**src/rtl/loop_counter_2d.sv**
```systemverilog
// Two-level (column inner, row outer) loop counter with start/busy/done handshake.
// Optional stall input enabled by defining LOOP_CNT_STALL_EN.
module loop_counter_2d #(
    parameter int unsigned WIDTH = 4,
    parameter int unsigned STEP  = 1
) (
    input  logic             clk,
    input  logic             rst,
    input  logic             start,
    input  logic [WIDTH-1:0] col_limit,
    input  logic [WIDTH-1:0] row_limit,
`ifdef LOOP_CNT_STALL_EN
    input  logic             stall,
`endif
    output logic [WIDTH-1:0] col_idx,
    output logic [WIDTH-1:0] row_idx,
    output logic             valid,
    output logic             last_col,
    output logic             last,
    output logic             busy,
    output logic             done
);

    localparam int unsigned EW = WIDTH + 1;

    typedef enum logic [1:0] {
        IDLE = 2'd0,
        RUN  = 2'd1,
        DONE = 2'd2
    } state_e;

    state_e           state_q, state_d;
    logic [WIDTH-1:0] col_q, col_d;
    logic [WIDTH-1:0] row_q, row_d;
    logic [WIDTH-1:0] col_lim_q, col_lim_d;
    logic [WIDTH-1:0] row_lim_q, row_lim_d;

    logic [EW-1:0]    col_next_c;
    logic [EW-1:0]    row_next_c;
    logic             row_wrap_c;
    logic             loop_end_c;
    logic             stall_c;

`ifdef LOOP_CNT_STALL_EN
    assign stall_c = stall;
`else
    assign stall_c = 1'b0;
`endif

    // Extra bit keeps the index + STEP sum from wrapping before the limit compare
    assign col_next_c = EW'(col_q) + EW'(STEP);
    assign row_next_c = EW'(row_q) + EW'(1);
    assign row_wrap_c = (col_next_c >= EW'(col_lim_q));
    assign loop_end_c = (row_next_c >= EW'(row_lim_q));

    always_ff @(posedge clk) begin
        if (rst) begin
            state_q   <= IDLE;
            col_q     <= '0;
            row_q     <= '0;
            col_lim_q <= '0;
            row_lim_q <= '0;
        end else begin
            state_q   <= state_d;
            col_q     <= col_d;
            row_q     <= row_d;
            col_lim_q <= col_lim_d;
            row_lim_q <= row_lim_d;
        end
    end

    always_comb begin
        state_d   = state_q;
        col_d     = col_q;
        row_d     = row_q;
        col_lim_d = col_lim_q;
        row_lim_d = row_lim_q;
        case (state_q)
            IDLE: begin
                if (start) begin
                    col_lim_d = col_limit;
                    row_lim_d = row_limit;
                    col_d     = '0;
                    row_d     = '0;
                    if ((col_limit != '0) && (row_limit != '0)) begin
                        state_d = RUN;
                    end else begin
                        state_d = DONE;
                    end
                end
            end
            RUN: begin
                if (!stall_c) begin
                    if (row_wrap_c) begin
                        col_d = '0;
                        if (loop_end_c) begin
                            row_d   = '0;
                            state_d = DONE;
                        end else begin
                            row_d = row_next_c[WIDTH-1:0];
                        end
                    end else begin
                        col_d = col_next_c[WIDTH-1:0];
                    end
                end
            end
            DONE: begin
                col_d   = '0;
                row_d   = '0;
                state_d = IDLE;
            end
            default: begin
                state_d = IDLE;
            end
        endcase
    end

    assign col_idx  = col_q;
    assign row_idx  = row_q;
    assign valid    = (state_q == RUN);
    assign busy     = (state_q != IDLE);
    assign done     = (state_q == DONE);
    assign last_col = valid & row_wrap_c;
    assign last     = last_col & loop_end_c;

endmodule
```
**config.mk**
```make
export PLATFORM = sky130hd
export DESIGN_NAME = loop_counter_2d
export DESIGN_NICKNAME = d
export VERILOG_FILES = /design/src/rtl/loop_counter_2d.sv
export SDC_FILE = /design/constraint.sdc
export NUM_CORES = 1
export LEC_CHECK = 0
export ABC_AREA = 1
export CORE_MARGIN = 3
export CORE_UTILIZATION = 49
export CTS_CLUSTER_SIZE = 28
export DETAILED_ROUTE_END_ITERATION = 8
export GPL_TIMING_DRIVEN = 0
export PLACE_DENSITY = 0.83
export SLEW_MARGIN = 10
export SYNTH_ARGS = -nofsm -noshare
export SYNTH_HDL_FRONTEND = slang
export SYNTH_SLANG_ARGS = --single-unit
```
**constraint.sdc**
```tcl
create_clock -name clk -period 2.5 [get_ports clk]
set_clock_uncertainty 0.15 [all_clocks]
set_input_delay 0.5 -clock clk [delete_from_list [all_inputs] [get_ports clk]]
set_output_delay 0.5 -clock clk [all_outputs]
set_load 0.1 [all_outputs]
```
==> results of run 1 <==
[power by group through the flow]
stage / logic (W) / registers [W] / clock network [W]
after CTS: 0.00110 / 0.000414 / 0.000156
after detailed placement: 0.00105 / 0.000425 / 0
final: 0.00113 / 0.000413 / 0.000152
after global placement: 0.00102 / 0.000421 / 0
after floorplan: 0.000648 / 0.000606 / 0
after global routing: 0.00122 / 0.000423 / 0.000166
[placed cells by master (no fill, tap or decap), types with 2 or more instances in the layout]
master / Yosys / layout
sky130_fd_sc_hd__a21oi_1: 14 / 13
sky130_fd_sc_hd__a21oi_4: 1 / 2
sky130_fd_sc_hd__buf_12: 0 / 2
sky130_fd_sc_hd__buf_4: 0 / 5
sky130_fd_sc_hd__clkbuf_4: 0 / 3
sky130_fd_sc_hd__clkdlybuf4s50_1: 0 / 11
sky130_fd_sc_hd__dfxtp_1: 18 / 10
sky130_fd_sc_hd__dfxtp_2: 0 / 5
sky130_fd_sc_hd__dfxtp_4: 0 / 3
sky130_fd_sc_hd__dlygate4sd2_1: 0 / 3
sky130_fd_sc_hd__dlymetal6s2s_1: 0 / 4
sky130_fd_sc_hd__ha_1: 10 / 9
sky130_fd_sc_hd__inv_1: 25 / 25
sky130_fd_sc_hd__inv_2: 5 / 5
sky130_fd_sc_hd__nand2_1: 29 / 28
sky130_fd_sc_hd__nand2_2: 1 / 2
sky130_fd_sc_hd__nand3_1: 9 / 9
sky130_fd_sc_hd__nand4_1: 6 / 6
sky130_fd_sc_hd__nor2_1: 15 / 15
sky130_fd_sc_hd__nor2_4: 3 / 3
sky130_fd_sc_hd__o21ai_0: 9 / 9
[metal layers]
| metal | part of all wire [%] | global-route usage [%] |
|---|---|---|
| met1 | 41 | 22.4 |
| met3 | 7.4 | 2.82 |
| met2 | 49 | 36.7 |
| met4 | 2.4 | 9.36 |
| met5 | 0 | 0 |
[layout make-up]
cell class | count | area (µm²) | share of cell area (%)
plain buffers | 1 | 3.75 | 0.245
multi-input cells | 105 | 671 | 43.8
clock inverters | 1 | 3.75 | 0.245
well taps | 27 | 33.8 | 2.21
repair buffers | 29 | 302 | 19.7
flip-flops and latches | 18 | 378 | 24.7
clock buffers | 3 | 22.5 | 1.47
inverters | 31 | 118 | 7.68
[through the flow]
step	power, W	cells	util [%]	worst slack [ns]
finish	0.00170	215	75.0	-0.328
global route	0.00181	215	75.0	-0.394
CTS	0.00167	213	73.4	-0.275
floorplan	0.00125	155	-	-0.814
detailed placement	0.00148	205	69.5	-0.918
global placement	0.00144	205	69.5	-0.887
[timing repair]
item	4_1_cts	5_1_grt
endpoints found under the setup margin	6	8
resized for setup	28	8
buffers inserted	4	2
pin swaps	4	1
[final timing paths]
path                startpoint            to  slack [ns]
setup / recovery    col_idx[0]          last       -0.33
hold reg to reg   row_lim_q[3]  row_lim_q[3]        0.32
setup reg to reg    col_idx[0]    row_idx[0]        0.31
hold / removal    row_lim_q[3]  row_lim_q[3]        0.32
[state kept, by name, indices dropped and copies added (netlist names)]
name and cells:
row_idx 4, row_lim_q 4, col_idx 4, col_lim_q 4, state_q 2
[cells by family after synthesis]
| kind of cell | synth area share (%) |
|---|---|
| flip-flops | 32.8 |
| XOR/XNOR | 2.39 |
| adder cells (fa/ha/maj) | 11.4 |
| AO/OA/AOI/OAI | 13.1 |
| buffers and inverters | 11.0 |
| AND/OR/NAND/NOR | 29.4 |
[worst max-delay path, stage by stage, from the launching register on]
cell                       delay (ns)
sky130_fd_sc_hd__dfxtp_4         0.38
sky130_fd_sc_hd__buf_4           0.12
sky130_fd_sc_hd__nand3_1         0.13
sky130_fd_sc_hd__xnor2_2         0.21
sky130_fd_sc_hd__ha_1            0.22
sky130_fd_sc_hd__inv_1           0.07
sky130_fd_sc_hd__nand2_1         0.07
sky130_fd_sc_hd__inv_1           0.09
sky130_fd_sc_hd__a21oi_4         0.18
sky130_fd_sc_hd__a21boi_4        0.22
sky130_fd_sc_hd__buf_12          0.19
==> summary.md, run 1 <==
* 0 — Hold Vio Cnt, Final
* 53.4 µm — die height
* 20.1% — total global routing track utilization
* 0.658 mV — IR Drop Worst-Case VDD
* flip-flop — critical path launch point type
* reg2reg — classification of the worst-slack hold path
* 1119 — total via count in the routed design
* sky130_fd_sc_hd__dfxtp_1, sky130_fd_sc_hd__ha_1, sky130_fd_sc_hd__nand2_1 — largest cells by area after synthesis
* 0.851 — placer congestion estimate
* 2 — maximum count of clock buffers along a single path
* 0.11 ns — Clock Pin Slew Worst Setup and Hold Paths
* 155 — gate count after technology mapping
* 0 — Yosys warnings
* 113% — Final Cycle Share
* 18 — number of clock sinks seen by CTS
* sky130_fd_sc_hd__clkbuf_4 — root buf cell
* 22 — count of different cell masters after synthesis
* 39.2% — synthesis-to-layout area growth
* -0.328 ns — min setup slack post-route
* 2.83 ns — Final min period
* 56.0% — net switching fraction of the power
* 0 — Post-synth EDFFs
* 0 — ANT cells
* negative setup slack — failing checks
* 9.0% — relative contribution of the clock network to total power
* 24 — number of I/O pins
* 156 — Fill cells
* 16 — number of placement rows
* 53.9% — starting utilization of the core area
* 354 MHz — FMAX
* 24 — violation count after the first detailed-routing iteration
* 1110 mW/mm² — power density of the placed cells
* 0 — CTS Hold Bufs
* 0.000950 W — switching power
* 24.3% — sequential group share of total power
* 0 — max-cap violations
* 13 — worst-case reg-to-reg path depth
* 1 — H-Tree Level Count
* 2 — Worst Hold Path Cells
* output port — Worst setup EP type
* 3 — number of buffers created by CTS
* 1.00 ns — transition at the pin with the smallest max-transition slack
* 0% — share of flip-flops with an asynchronous set or reset
* 4 — Pre-Repair DR Iteration Count
* 0.00204 mm² — core outline area
* 176 — Post-Synthesis Net Count
* 0.000748 W — Internal Pwr Total
* 66.7% — proportion of power drawn by combinational gates
* 32.8% — sequential-to-total area share from yosys stat
* 4 — critical path fanouts, max
* 0.00153 mm² — final design area excluding fillers
* 23 — number of port buffers
* 0.786 nW — LEAKAGE
* 12.2 µm — routed len/inst
* finished with violations — result of the run
* 5.20 — via density per instance
* 33.1% — relative slew slack
* sky130_fd_sc_hd__dfxtp_1 — most used flip-flop cell after synthesis
* 4170 µm — global-route wire length before repair
* 2 — final setup violation count
* true — RSZ-0062 raised after global routing
* 21.8% — proportion of layout cells with a drive suffix above 1
* 0.00142 mm² — Placed Instance Area
* 0 — Overflow after GRT
* 0 — antenna violations before repair
* -0.625 ns — Total Negative Setup Slacks
* 2630 µm — post-detailed-routing wire length
* 0 — Slew Limit Fails
* 0.322 ns — hold_ws
* 0 — antenna-violating nets left
* sky130_fd_sc_hd__dfxtp_1 — largest area contributor in the netlist
* 7.10 µm² — Avg Cell Area, Syn
* 2.18 ns — Crit path arrival time
* 1021 — via count of the first global-routing pass
* 1.85 ns — data required time of the worst path
* 53.4 µm — floorplan die width
* reg2out — Setup Crit Path Kind
* sky130_fd_sc_hd__nand2_1 — most repeated cell in the gate-level netlist after synthesis
* 0.00285 mm² — Die Area
* sky130_fd_sc_hd__nand2_1, sky130_fd_sc_hd__inv_1, sky130_fd_sc_hd__dfxtp_1, sky130_fd_sc_hd__nor2_1, sky130_fd_sc_hd__a21oi_1 — most common library cells after synthesis
* 0.30 ns — latest clock arrival within the worst-skew pair
* 18 — number of register bits inferred by synthesis
* yes — clock tree from TritonCTS
* 11 — largest net degree at the start of global routing
* 1910 µm — sum of net half-perimeters after detailed placement
* 0 — DRC viols
* 210 — Post-layout nets
* 32.8% — share of the synthesized area in the top cell type
* 0.00110 mm² — area of the mapped netlist
Note: power is estimated with default switching activity, not from simulation.
==> run 2, diff against run 1 <==
CELL_PAD_IN_SITES_DETAIL_PLACEMENT = 1   (was unset)
CELL_PAD_IN_SITES_GLOBAL_PLACEMENT = 2   (was unset)
CORE_UTILIZATION = 27   (was 49)
==> run 2 against run 1 <==
The run still ends with negative setup slack left. Sequential share of layout area shrank 1.2 points. Via count shrank 0.71%. Global-route usage shrank 7.4 points. Wire length grew 19%. Non-clock buffer count grew 1. Core utilization shrank 33 points. Final cell count grew 10%. Register-to-register slack is essentially flat. Combinational power is essentially flat. Clock-buffer cell count grew 1. Critical path type unchanged. Largest power group unchanged.
==> summary.md, run 2 (same netlist as run 1, synthesis figures left out) <==
* finished with violations — result of the run
* negative setup slack — failing checks
* 0 — antenna violations before repair
* 211 — Post-layout nets
* 0.00180 W — total power of the final layout
* 0 — DRC viols
* flip-flop — critical path launch point type
* 0.968 ns — transition at the pin with the smallest max-transition slack
* 1111 — total via count in the routed design
* 2.06 ns — Crit path arrival time
* 29.0% — starting utilization of the core area
* 237 — count of non-filler cells in the finished layout
* 2.71 ns — Final min period
* 22 — number of placement rows
* true — RSZ-0062 raised after global routing
* 24 — number of I/O pins
* 0.507 mV — IR Drop Worst-Case VDD
* 46.1% — synthesis-to-layout area growth
* 0.314 ns — hold_ws
* 3120 µm — post-detailed-routing wire length
* 369 MHz — FMAX
* 0 — max-cap violations
* 4 — Pre-Repair DR Iteration Count
* 0 — Slew Limit Fails
* 0.07 ns — Clock Pin Slew Worst Setup and Hold Paths
* reg2out — Setup Crit Path Kind
* sky130_fd_sc_hd__nand2_1, sky130_fd_sc_hd__inv_1, sky130_fd_sc_hd__nor2_1 — commonest cells after routing, fill and taps aside
* 2 — maximum count of clock buffers along a single path
* 2 — final setup violation count
* 23 — number of port buffers
* 0 — ANT cells
* 23.8% — proportion of layout cells with a drive suffix above 1
* 35.4% — relative slew slack
* 42.3% — Finished Core Util
* -0.954 ns — Place WS
* output port — Worst setup EP type
* 0.26 ns — latest clock arrival within the worst-skew pair
* yes — clock tree from TritonCTS
* 3 — number of buffers created by CTS
* 13.2 µm — routed len/inst
* reg2reg — classification of the worst-slack hold path
* 13 — worst-case reg-to-reg path depth
* 69.8 µm — die height
* 0 — Hold Vio Cnt, Final
* -0.209 ns — min setup slack post-route
* 12.7% — total global routing track utilization
* 5040 µm — global-route wire length before repair
* 2 — critical path fanouts, max
* 1.85 ns — data required time of the worst path
* sky130_fd_sc_hd__nand2_1 — commonest non-fill, non-tap cell in the layout
* 2330 µm — sum of net half-perimeters after detailed placement
* 226 — number of placed instances, taps included
* 1120 mW/mm² — power density of the placed cells
* 11 — largest net degree at the start of global routing
* 0.00487 mm² — Die Area
* 0 — Overflow after GRT
* 2 — Worst Hold Path Cells
* 0.757 nW — LEAKAGE
* sky130_fd_sc_hd__clkbuf_8 — root buf cell
* 4.69 — via density per instance
* 69.8 µm — floorplan die width
* 1 — H-Tree Level Count
* 32 — violation count after the first detailed-routing iteration
* 0.775 — placer congestion estimate
* 0 — antenna-violating nets left
* 1122 — via count of the first global-routing pass
* 18 — number of clock sinks seen by CTS
* 108% — Final Cycle Share
* 0.00380 mm² — core outline area
## run 2: power by group
group          total (W)  internal [W]  switching, W
Sequential      0.000418      0.000354     0.0000634
Combinational    0.00116      0.000347      0.000813
Clock           0.000221      0.000114      0.000107
## run 2: metrics by stage
stage                     cell area [µm²]  TNS [ns]
final                                1610    -0.379
after floorplan                      1150    -0.909
after global routing                 1610    -0.589
after detailed placement             1450     -1.77
after global placement               1450     -1.68
after CTS                            1560    -0.444
## run 2: cell type report
class | instances | area (µm²)
buffer | 1 | 3.75
clock buffer | 4 | 45.0
fill | 477 | 2190
inverter | 31 | 118
multi-input combinational | 105 | 694
sequential | 18 | 378
tap | 48 | 60.1
timing repair buffer | 30 | 308
## run 2: worst max-delay path, cell delays in order (launching register included)
cell	delay, ns
sky130_fd_sc_hd__dfxtp_4	0.36
sky130_fd_sc_hd__ha_4	0.18
sky130_fd_sc_hd__xor2_4	0.16
sky130_fd_sc_hd__ha_4	0.28
sky130_fd_sc_hd__nand2_2	0.05
sky130_fd_sc_hd__inv_2	0.04
sky130_fd_sc_hd__nand2_2	0.04
sky130_fd_sc_hd__nand2_2	0.05
sky130_fd_sc_hd__nand2_2	0.07
sky130_fd_sc_hd__a21oi_4	0.15
sky130_fd_sc_hd__a21boi_4	0.22
sky130_fd_sc_hd__buf_12	0.19
## run 2: what timing repair did
| action | in CTS | in global routing |
|---|---|---|
| buffers inserted | 6 | 2 |
| gates resized for setup | 27 | 9 |
| pin swaps | 4 | 5 |
| endpoints found under the setup margin | 5 | 3 |
| hold buffers | 0 | 0 |
## run 2: worst paths after layout
| kind | startpoint | endpoint | slack, ns |
|---|---|---|---|
| setup / recovery | col_idx[1] | last | -0.21 |
| hold / removal | col_lim_q[3] | col_lim_q[3] | 0.31 |
| hold reg to reg | col_lim_q[3] | col_lim_q[3] | 0.31 |
| setup reg to reg | col_idx[1] | row_idx[2] | 0.32 |
## run 2: layer usage
metal,vias to the layer above,track usage [%],part of all wire (%)
li1,562,-,-
met1,518,15.5,45
met2,24,21.7,49
met3,7,2.32,4.1
met4,0,5.11,2.2
met5,-,0,0
==> run 3, diff against run 2 <==
CORE_UTILIZATION = 29   (was 27)
PLACE_DENSITY = 0.88   (was 0.83)
SLEW_MARGIN = 20   (was 10)
clock period = 3.4 ns   (was 2.5 ns; I/O delays follow)
==> run 3 against run 2 <==
The run now ends clean. Cell area down 7.8%. Non-clock buffer count down 7. Clock power down 30%. Sequential share of layout area up 1.6 points. Via count down 4.5%. First-iteration DRC count down 38%. Final cell count down 3.8%. Combinational power down 32%. Worst setup slack better by 0.41 ns. Core utilization up 0.099 points. Critical path type unchanged.
==> summary.md, run 3 (same netlist as run 1, synthesis figures left out) <==
* complete, no violations — result of the run
* 0 — max-cap violations
* 24.5% — sequential group share of total power
* 2 — Worst Hold Path Cells
* 3 — number of buffers created by CTS
* adder cells — family with the most delay on the worst path
* 0 — final setup violation count
* col_idx[0] — launch instance of the worst register-to-register path
* sky130_fd_sc_hd__nand2_1, sky130_fd_sc_hd__inv_1, sky130_fd_sc_hd__clkdlybuf4s50_1 — commonest cells after routing, fill and taps aside
* 15.4% — proportion of layout cells with a drive suffix above 1
* 20 — violation count after the first detailed-routing iteration
* 373 µm² — footprint of the flip-flops and latches
* 63.1% — proportion of power drawn by combinational gates
* 0.43 ns — peak per-stage delay on the critical path
* sky130_fd_sc_hd__buf_2 — Crit-path slowest cell
* col_lim_q[2] — Hold Crit Start
* output port — Worst setup EP type
* 2.57 ns — data required time of the worst path
* 0 — antenna-violating nets left
* 34.7% — synthesis-to-layout area growth
* 842 mW/mm² — power density of the placed cells
* 11 — largest net degree at the start of global routing
* 24 — number of I/O pins
* 658 µm² — area used by multi-input combinational logic
* 2920 µm — post-detailed-routing wire length
* sky130_fd_sc_hd__nand2_1 — commonest non-fill, non-tap cell in the layout
* 0.777 — placer congestion estimate
* 0.00148 mm² — final design area excluding fillers
* 0.000703 W — switching power
* 0 — Slew Limit Fails
* row_idx[0] — end of the worst register-to-register path
* 2 — worst path bufs/invs
* 0.00349 mm² — core outline area
* 35.0% — relative slew slack
* 5 — critical path fanouts, max
* 0.000545 W — Internal Pwr Total
* 21 — number of placement rows
* 18 — number of clock sinks seen by CTS
* 5 — Pre-Repair DR Iteration Count
* 313 MHz — FMAX
* 12.8 µm — routed len/inst
* 0.00457 mm² — Die Area
* 0.660 nW — LEAKAGE
* 14.5% — total global routing track utilization
* reg2reg — classification of the worst-slack hold path
* 462 — Fill cells
* 0 — CTS Hold Bufs
* 3.20 ns — Final min period
* 1 — H-Tree Level Count
* 0.971 ns — transition at the pin with the smallest max-transition slack
* false — RSZ-0062 raised after global routing
* 0.351 mV — IR Drop Worst-Case VDD
* 0.07 ns — Clock Pin Slew Worst Setup and Hold Paths
* 228 — count of non-filler cells in the finished layout
* 0 — Overflow after GRT
* 0.00144 mm² — Placed Instance Area
* 4.65 — via density per instance
* 56.3% — net switching fraction of the power
* 0 — DRC viols
* 2 — maximum count of clock buffers along a single path
* 2390 µm — sum of net half-perimeters after detailed placement
* 1.30 ns — register-to-register path setup slack
* 0 — ANT cells
* 1061 — total via count in the routed design
* 31.5% — starting utilization of the core area
* 2.37 ns — Crit path arrival time
* flip-flop — critical path launch point type
* sky130_fd_sc_hd__nand2_1 — cell with the most instances on the worst path
* sky130_fd_sc_hd__clkbuf_8 — root buf cell
* 0 — antenna violations before repair
* reg2out — Setup Crit Path Kind
* 0.25 ns — latest clock arrival within the worst-skew pair
* 23 — number of port buffers
* 67.6 µm — floorplan die width
* col_lim_q[2] — sink of the worst hold path
* 224 — number of placed instances, taps included
* 12.5% — relative contribution of the clock network to total power
* yes — clock tree from TritonCTS
* 11 — worst-case reg-to-reg path depth
* 0 — Hold Vio Cnt, Final
* 204 — Post-layout nets
* 5000 µm — global-route wire length before repair
* 94.0% — Final Cycle Share
* 67.6 µm — die height
* 1118 — via count of the first global-routing pass
* ha_4 -> xor2_1 -> ha_1 -> nand2_1 -> inv_1 -> nand2_1 -> nand2_1 -> nand2_2 -> a21oi_4 -> a21boi_4 -> buf_2 — list of cells traversed by the critical path
==> run 3: per-layer routing <==
| metal | routed length (µm) | share of wire [%] | up-vias | track usage, % |
|---|---|---|---|---|
| met1 | 1310 | 45 | 495 | 18.0 |
| met2 | 1490 | 51 | 18 | 25.8 |
| li1 | - | - | 546 | - |
| met3 | 99 | 3.4 | 2 | 2.00 |
| met4 | 17 | 0.58 | 0 | 4.56 |
| met5 | 0 | 0 | - | 0 |
==> run 3: cell type report <==
type	instances	share of cell area, %
multi-input cells	105	44.4
flip-flops and latches	18	25.2
repair buffers	23	15.3
inverters	31	7.94
well taps	46	3.89
clock buffers	3	2.79
clock inverters	1	0.253
plain buffers	1	0.253
==> run 3: timing repair <==
action                                  CTS  global route
endpoints found under the setup margin    2             1
buffers inserted                          0             0
endpoints found under the hold margin     0             0
resized for setup                         6             3
==> run 3: worst reg2reg max path, cell delays in order, from the launching register on <==
cell	delay, ns
sky130_fd_sc_hd__dfxtp_4	0.39
sky130_fd_sc_hd__ha_4	0.14
sky130_fd_sc_hd__xor2_1	0.22
sky130_fd_sc_hd__ha_1	0.29
sky130_fd_sc_hd__a21oi_1	0.13
sky130_fd_sc_hd__nand2_1	0.11
sky130_fd_sc_hd__nand2_2	0.13
sky130_fd_sc_hd__nand3_4	0.13
sky130_fd_sc_hd__nand2_2	0.11
sky130_fd_sc_hd__clkinv_2	0.07
sky130_fd_sc_hd__nor2_1	0.09
sky130_fd_sc_hd__nor2_1	0.05
==> run 3: metrics by stage <==
step,hold WS (ns),setup TNS [ns],total power (W),worst slack [ns],util [%]
after floorplan,0.285,-0.0939,0.000918,-0.0939,-
after detailed placement,0.320,-0.295,0.00110,-0.230,41.1
after CTS,0.335,0,0.00127,0.0451,42.5
after global placement,0.308,-0.211,0.00108,-0.184,41.1
final,0.326,0,0.00125,0.204,42.4
after global routing,0.362,0,0.00135,0.0532,42.4
==> run 3: worst max path at each step <==
stage | start | endpoint | slack [ns] | cells past startpoint
final | col_idx[0] | last | 0.20 | 11
after global routing | col_idx[0] | last | 0.05 | 11
after CTS | col_idx[0] | last | 0.05 | 11
after detailed placement | col_idx[0] | last | -0.23 | 11
after global placement | col_idx[0] | last | -0.18 | 11
after floorplan | col_idx[0] | last | -0.09 | 10
==> run 3: power groups by stage <==
| stage | Combinational (W) | Sequential [W] | Clock (W) |
|---|---|---|---|
| detailed placement | 0.000792 | 0.000312 | 0 |
| global route | 0.000861 | 0.000316 | 0.000169 |
| finish | 0.000787 | 0.000305 | 0.000155 |
| CTS | 0.000799 | 0.000307 | 0.000160 |
| global placement | 0.000771 | 0.000309 | 0 |
| floorplan | 0.000477 | 0.000441 | 0 |
